### config.mk
export PLATFORM = sky130hd
export DESIGN_NAME = pll_lock_ctrl
export DESIGN_NICKNAME = d
export VERILOG_FILES = /design/src/rtl/pll_lock_ctrl.sv
export SDC_FILE = /design/constraint.sdc
export NUM_CORES = 1
export LEC_CHECK = 0
export BUFFER_PORTS_ARGS = -buffer_cell sky130_fd_sc_hd__buf_2
export CELL_PAD_IN_SITES_DETAIL_PLACEMENT = 0
export CELL_PAD_IN_SITES_GLOBAL_PLACEMENT = 1
export CORE_MARGIN = 4
export CORE_UTILIZATION = 44
export DETAILED_ROUTE_END_ITERATION = 7
export MAX_ROUTING_LAYER = met4
export PLACE_DENSITY = 0.82
export SETUP_SLACK_MARGIN = 0.02
export SYNTH_ARGS = -nofsm -noshare
export SYNTH_HDL_FRONTEND = slang
export SYNTH_SLANG_ARGS = --single-unit
### constraint.sdc
create_clock -name fref -period 3 [get_ports fref]
set_input_delay 0.6 -clock fref [delete_from_list [all_inputs] [get_ports fref]]
set_output_delay 0.6 -clock fref [all_outputs]
set_load 0.005 [all_outputs]
### src/rtl/pll_lock_ctrl.sv
// rtl/pll_lock_ctrl.sv - PLL lock sequencing: filter reset, acquire/track gain, lock detect, rail-fault retry.
module pll_lock_ctrl #(
    parameter int DAC_W         = 20,
    parameter int RST_CYCLES    = 16,
    parameter int ACQ_CYCLES    = 256,
    parameter int WIN           = 64,
    parameter int TOGGLE_MIN    = 8,
    parameter int LOCK_WINDOWS  = 4,
    parameter int UNLOCK_MISSES = 2,
    parameter int MAX_RETRY     = 3
) (
    input  logic             fref,
    input  logic             rst,
    input  logic             enable,
    input  logic             phase_error,
    input  logic [DAC_W-1:0] dac,
    output logic             filter_rst,
    output logic [1:0]       gain_sel,
    output logic             locked,
    output logic             lock_lost,
    output logic             fault,
    output logic [2:0]       state
);

    typedef enum logic [2:0] {
        S_IDLE   = 3'd0,
        S_HOLD   = 3'd1,
        S_ACQ    = 3'd2,
        S_TRACK  = 3'd3,
        S_LOCKED = 3'd4,
        S_FAULT  = 3'd5
    } state_t;

    localparam int DWELL_MAX = (ACQ_CYCLES > RST_CYCLES) ? ACQ_CYCLES : RST_CYCLES;
    localparam int CW = $clog2(DWELL_MAX + 1);
    localparam int WW = $clog2(WIN + 1);
    localparam int PW = $clog2(LOCK_WINDOWS + 1);
    localparam int MW = $clog2(UNLOCK_MISSES + 1);
    localparam int RW = $clog2(MAX_RETRY + 1);

    state_t        state_q, state_d;
    logic [CW-1:0] cnt_q, cnt_d;
    logic [WW-1:0] win_q, win_d;
    logic [WW-1:0] tog_q, tog_d;
    logic [PW-1:0] pass_q, pass_d;
    logic [MW-1:0] miss_q, miss_d;
    logic [RW-1:0] retry_q, retry_d;
    logic          pe_q;
    logic          filter_rst_q, filter_rst_d;
    logic [1:0]    gain_q, gain_d;
    logic          locked_q, locked_d;
    logic          lock_lost_q, lock_lost_d;
    logic          fault_q, fault_d;

    logic          trans;
    logic          rail;
    logic          win_end;
    logic          win_pass;
    logic [WW-1:0] tog_upd;

    always_comb begin
        trans    = phase_error ^ pe_q;
        rail     = (dac == '0) || (dac == '1);
        tog_upd  = (trans && (tog_q != WW'(WIN))) ? tog_q + 1'b1 : tog_q;
        win_end  = (win_q == WW'(WIN - 1));
        win_pass = (tog_upd >= WW'(TOGGLE_MIN));

        state_d     = state_q;
        cnt_d       = cnt_q;
        win_d       = win_q;
        tog_d       = tog_q;
        pass_d      = pass_q;
        miss_d      = miss_q;
        retry_d     = retry_q;
        lock_lost_d = 1'b0;

        if (!enable) begin
            state_d = S_IDLE;
            cnt_d   = '0;
            win_d   = '0;
            tog_d   = '0;
            pass_d  = '0;
            miss_d  = '0;
            retry_d = '0;
        end else begin
            case (state_q)
                S_IDLE: begin
                    state_d = S_HOLD;
                    cnt_d   = '0;
                end
                S_HOLD: begin
                    if (cnt_q == CW'(RST_CYCLES - 1)) begin
                        state_d = S_ACQ;
                        cnt_d   = '0;
                    end else begin
                        cnt_d = cnt_q + 1'b1;
                    end
                end
                S_ACQ: begin
                    if (cnt_q == CW'(ACQ_CYCLES - 1)) begin
                        state_d = S_TRACK;
                        cnt_d   = '0;
                        win_d   = '0;
                        tog_d   = '0;
                        pass_d  = '0;
                    end else begin
                        cnt_d = cnt_q + 1'b1;
                    end
                end
                S_TRACK, S_LOCKED: begin
                    if (rail) begin
                        // Rail hit outranks the window verdict of the same cycle.
                        cnt_d  = '0;
                        win_d  = '0;
                        tog_d  = '0;
                        pass_d = '0;
                        miss_d = '0;
                        if (retry_q < RW'(MAX_RETRY)) begin
                            state_d = S_HOLD;
                            retry_d = retry_q + 1'b1;
                        end else begin
                            state_d = S_FAULT;
                        end
                    end else begin
                        win_d = win_end ? '0 : win_q + 1'b1;
                        tog_d = win_end ? '0 : tog_upd;
                        if (win_end && (state_q == S_TRACK)) begin
                            if (!win_pass) begin
                                pass_d = '0;
                            end else if (pass_q == PW'(LOCK_WINDOWS - 1)) begin
                                state_d = S_LOCKED;
                                pass_d  = '0;
                                miss_d  = '0;
                                retry_d = '0;
                            end else begin
                                pass_d = pass_q + 1'b1;
                            end
                        end else if (win_end) begin
                            if (win_pass) begin
                                miss_d = '0;
                            end else if (miss_q == MW'(UNLOCK_MISSES - 1)) begin
                                state_d     = S_ACQ;
                                miss_d      = '0;
                                cnt_d       = '0;
                                lock_lost_d = 1'b1;
                            end else begin
                                miss_d = miss_q + 1'b1;
                            end
                        end
                    end
                end
                S_FAULT: state_d = S_FAULT;
                default: begin
                    state_d = S_IDLE;
                    cnt_d   = '0;
                    win_d   = '0;
                    tog_d   = '0;
                    pass_d  = '0;
                    miss_d  = '0;
                    retry_d = '0;
                end
            endcase
        end

        filter_rst_d = (state_d == S_IDLE) || (state_d == S_HOLD) || (state_d == S_FAULT);
        gain_d       = (state_d == S_TRACK) ? 2'b01 : (state_d == S_LOCKED) ? 2'b00 : 2'b10;
        locked_d     = (state_d == S_LOCKED);
        fault_d      = (state_d == S_FAULT);
    end

    always_ff @(posedge fref or negedge rst) begin
        if (!rst) begin
            state_q      <= S_IDLE;
            cnt_q        <= '0;
            win_q        <= '0;
            tog_q        <= '0;
            pass_q       <= '0;
            miss_q       <= '0;
            retry_q      <= '0;
            pe_q         <= 1'b0;
            filter_rst_q <= 1'b1;
            gain_q       <= 2'b10;
            locked_q     <= 1'b0;
            lock_lost_q  <= 1'b0;
            fault_q      <= 1'b0;
        end else begin
            state_q      <= state_d;
            cnt_q        <= cnt_d;
            win_q        <= win_d;
            tog_q        <= tog_d;
            pass_q       <= pass_d;
            miss_q       <= miss_d;
            retry_q      <= retry_d;
            pe_q         <= phase_error;
            filter_rst_q <= filter_rst_d;
            gain_q       <= gain_d;
            locked_q     <= locked_d;
            lock_lost_q  <= lock_lost_d;
            fault_q      <= fault_d;
        end
    end

    assign state      = state_q;
    assign filter_rst = filter_rst_q;
    assign gain_sel   = gain_q;
    assign locked     = locked_q;
    assign lock_lost  = lock_lost_q;
    assign fault      = fault_q;

endmodule
==> summary.json <==
{
  "crit_path_max_fanout": {"value": 6},
  "drive_above_1_share": {"value": 19.49, "unit": "%"},
  "finClkSkew": {"value": 5.400, "unit": "ps"},
  "layout-area-overhead-vs-synth": {"value": 13.30, "unit": "%"},
  "number_of_hold_violations_in_the_final_report": {"value": 0},
  "ys_top_cells_by_area": {"value": "dfrtp_1 (38%), a21oi_1 (4.4%), o21ai_0 (4.2%), ha_1 (4.0%), nand2_1 (3.9%)"},
  "crit_path_cell_trace": {"value": "ha_1 -> and3_1 -> and3_1 -> nand3_1 -> inv_1 -> ha_1 -> o21ai_0 -> nand3_1 -> buf_4 -> o21ai_0 -> mux2_2"},
  "cts-hold-fix-buffers": {"value": 0},
  "setup_repair_after_global_routing_missed_its_margin": {"value": "no"},
  "cp_data_required_time": {"value": 3230, "unit": "ps"},
  "postSynthCellCount": {"value": 280},
  "synth_nets": {"value": 312},
  "report.final.setup_viol": {"value": 0},
  "worstRegToRegCells": {"value": 11},
  "crit-reg2reg-launch": {"value": "cnt_q[0]$_DFFE_PN0P_"},
  "clock.fmax": {"value": 406.6, "unit": "MHz"},
  "antenna_violations_before_repair": {"value": 0},
  "synth_top_area_cell": {"value": "dfrtp_1"},
  "dp_hpwl": {"value": 4030, "unit": "µm"},
  "final_area": {"value": 2804, "unit": "µm²"},
  "synth-main-ff-cell": {"value": "dfrtp_1"},
  "slowest_delay": {"value": 410, "unit": "ps"},
  "ys_seq_elements": {"value": 40},
  "timing.setup.critical_path_class": {"value": "flop to flop"},
  "crit_path_top_delay_cell": {"value": "dfrtp_1"},
  "synth_area_per_cell": {"value": 8.839, "unit": "µm²"},
  "grt_util_all_layers": {"value": 17.13, "unit": "%"},
  "count_of_flip_flops_with_a_built_in_enable_after_synthesis": {"value": 0},
  "top_level_ports": {"value": 33},
  "post_drt_via_cell_ratio": {"value": 5.706},
  "netlist.area_leader.share": {"value": 38.42, "unit": "%"},
  "timing.critical_path.buf_inv": {"value": 2},
  "critPathTopFamily": {"value": "simple AND/OR/NAND/NOR gates"},
  "die_y": {"value": 83, "unit": "µm"},
  "post-cts-setup-buffers": {"value": 0},
  "timing_worst_slew_pin_value": {"value": 887.9, "unit": "ps"},
  "rrSetupSlack": {"value": 540, "unit": "ps"},
  "synth-seq-area-share": {"value": 40.55, "unit": "%"},
  "core-area": {"value": 5473, "unit": "µm²"},
  "slew_headroom": {"value": 40.81, "unit": "%"},
  "post-route-min-period": {"value": 2460, "unit": "ps"},
  "firstDrtPassIters": {"value": 4},
  "clock_tree_root": {"value": "clkbuf_8"},
  "cp-start-kind": {"value": "flop"},
  "mostFrequentLayoutCells": {"value": "dfrtp_1 (38), buf_2 (32), nand2_1 (26)"},
  "maximum_number_of_pins_on_one_net_before_global_route_repair": {"value": 41},
  "dpl_cell_area": {"value": 2706, "unit": "µm²"},
  "syn_area": {"value": 2475, "unit": "µm²"},
  "port_buffers": {"value": 32},
  "grt_pass1_vias": {"value": 2165},
  "numCtsBuffers": {"value": 5},
  "crit-reg2reg-capture": {"value": "pass_q[0]$_DFFE_PN0P_"},
  "h-tree-depth": {"value": 2},
  "route.detailed.drc": {"value": 0},
  "route.vias.total": {"value": 2197},
  "antenna_cells_inserted": {"value": 0},
  "fp.dieArea": {"value": 6889, "unit": "µm²"},
  "routed_wire_length_per_instance": {"value": 14.39, "unit": "µm"},
  "crit_path_end_kind": {"value": "flop"},
  "hold_path_class": {"value": "input port to async pin"},
  "period_share": {"value": 81.99, "unit": "%"},
  "layout.cells.most_common": {"value": "dfrtp_1"},
  "maximum_clock_insertion_buffer_count": {"value": 2},
  "maxCapViolCount": {"value": 0},
  "postRouteWirelength": {"value": 5541, "unit": "µm"},
  "synthesis.yosys.warnings": {"value": 0},
  "die_w": {"value": 83, "unit": "µm"},
  "ctsResizeCount": {"value": 0},
  "pwr_density_cell": {"value": 362.5, "unit": "nW/µm²"},
  "path_clk_slew": {"value": 90, "unit": "ps"},
  "arrival": {"value": 2690, "unit": "ps"},
  "setup_tns": {"value": 0, "unit": "ps"},
  "number_of_clock_sinks": {"value": 40},
  "tritoncts": {"value": "done"},
  "async_reset_ff_share": {"value": 100.0, "unit": "%"},
  "grt_overflow": {"value": 0},
  "floorplan.initialDensity": {"value": 45.22, "unit": "%"},
  "final_max_slew_viol_count": {"value": 0},
  "nets": {"value": 344},
  "fp-row-count": {"value": 27},
  "detailedRoute.firstIterationViolations": {"value": 125},
  "synthDistinctLibCells": {"value": 55},
  "static-leakage-power": {"value": 1.234, "unit": "nW"},
  "worstSkewPairLatency": {"value": 290, "unit": "ps"},
  "ant_nets": {"value": 0},
  "result_of_the_run": {"value": "completed"},
  "grt_pass1_wl": {"value": 9887, "unit": "µm"},
  "vdd_drop_max": {"value": 0.0002544, "unit": "V"},
  "global_placer_s_final_weighted_congestion": {"value": 0.8969}
}
==> routing by layer <==
metal | track usage (%) | vias to the layer above | wire length [µm]
met5 | - | - | 0
met4 | 2.526 | 0 | 12
met3 | 3.770 | 2 | 178
met2 | 26.75 | 36 | 2735
met1 | 23.46 | 1050 | 2615
li1 | - | 1109 | -
==> synth_stat cells (all sizes together) (2+ instances only) <==
cell type,instances
inv,11
or2,4
nor3b,2
nor2b,8
nand3,14
or3,7
ha,8
mux2,2
nor3,8
o31ai,3
dfrtp,38
a22oi,3
a22o,4
and2,4
xnor2,2
and3,7
dfstp,2
o21ai,21
o22ai,4
o22a,2
nand2b,5
nand2,26
mux2i,2
nand4,9
nor4,7
xor2,3
a21oi,23
buf,4
a31oi,8
clkbuf,8
nor2,13
or4,2
==> final cells by class <==
cell class                      count  area, µm²
Timing Repair Buffer               37      197.7
Inverter                           11      41.29
Multi-Input combinational cell    217       1374
Tap cell                           72      90.09
Clock inverter                      2      15.01
Fill cell                         537       2669
Clock buffer                        6      82.58
Sequential cell                    40       1003
==> through the flow <==
step / utilization (%) / power [mW] / std cells / hold WS (ps) / setup WS (ps)
6_report: 51.23 / 1.017 / 385 / 428.6 / 540.3
5_1_grt: 51.23 / 1.067 / 385 / 457.5 / 271.3
4_1_cts: 51.23 / 1.030 / 385 / 466.3 / 549.4
3_5_place_dp: 49.45 / 0.6402 / 377 / 496.6 / 416.4
3_3_place_gp: 49.45 / 0.6394 / 377 / 482.2 / 420.6
2_1_floorplan: - / 0.5984 / 280 / 304.4 / 746.0
==> sequential cells by signal, indices dropped and copies added, names as in the netlist <==
signal      flops
win_q           7
locked          1
miss_q          2
tog_q           7
retry_q         2
cnt_q           9
lock_lost       1
gain_sel        2
fault           1
state           3
pass_q          3
pe_q            1
filter_rst      1
==> report_power, final <==
group,internal [mW],switching [mW],total [mW]
clock,0.186,0.202,0.388
combinational,0.0293,0.0446,0.0739
sequential,0.545,0.00882,0.554
==> cells by family (layout without fill, tap and decap cells) <==
family | count (synthesis) | after routing | share of synthesized area (%)
flip-flops | 40 | 40 | 40.55
multiplexers | 4 | 4 | 1.719
buffers and inverters | 23 | 56 | 3.943
XOR/XNOR | 5 | 5 | 1.770
AO/OA/AOI/OAI | 79 | 79 | 21.54
AND/OR/NAND/NOR | 121 | 121 | 26.44
adder cells (fa/ha/maj) | 8 | 8 | 4.045
==> worst max-delay path by stage <==
stage	startpoint	endpoint	slack, ps	cells past startpoint
2_1_floorplan	cnt_q[0]$_DFFE_PN0P_	win_q[5]$_DFFE_PN0P_	750	12
3_3_place_gp	phase_error	cnt_q[4]$_DFFE_PN0P_	420	8
3_5_place_dp	phase_error	cnt_q[6]$_DFFE_PN0P_	420	8
4_1_cts	cnt_q[0]$_DFFE_PN0P_	win_q[5]$_DFFE_PN0P_	550	11
5_1_grt	cnt_q[0]$_DFFE_PN0P_	tog_q[1]$_DFFE_PN0P_	270	11
6_report	cnt_q[0]$_DFFE_PN0P_	pass_q[0]$_DFFE_PN0P_	540	11
Note: power is estimated with default switching activity, not from simulation.
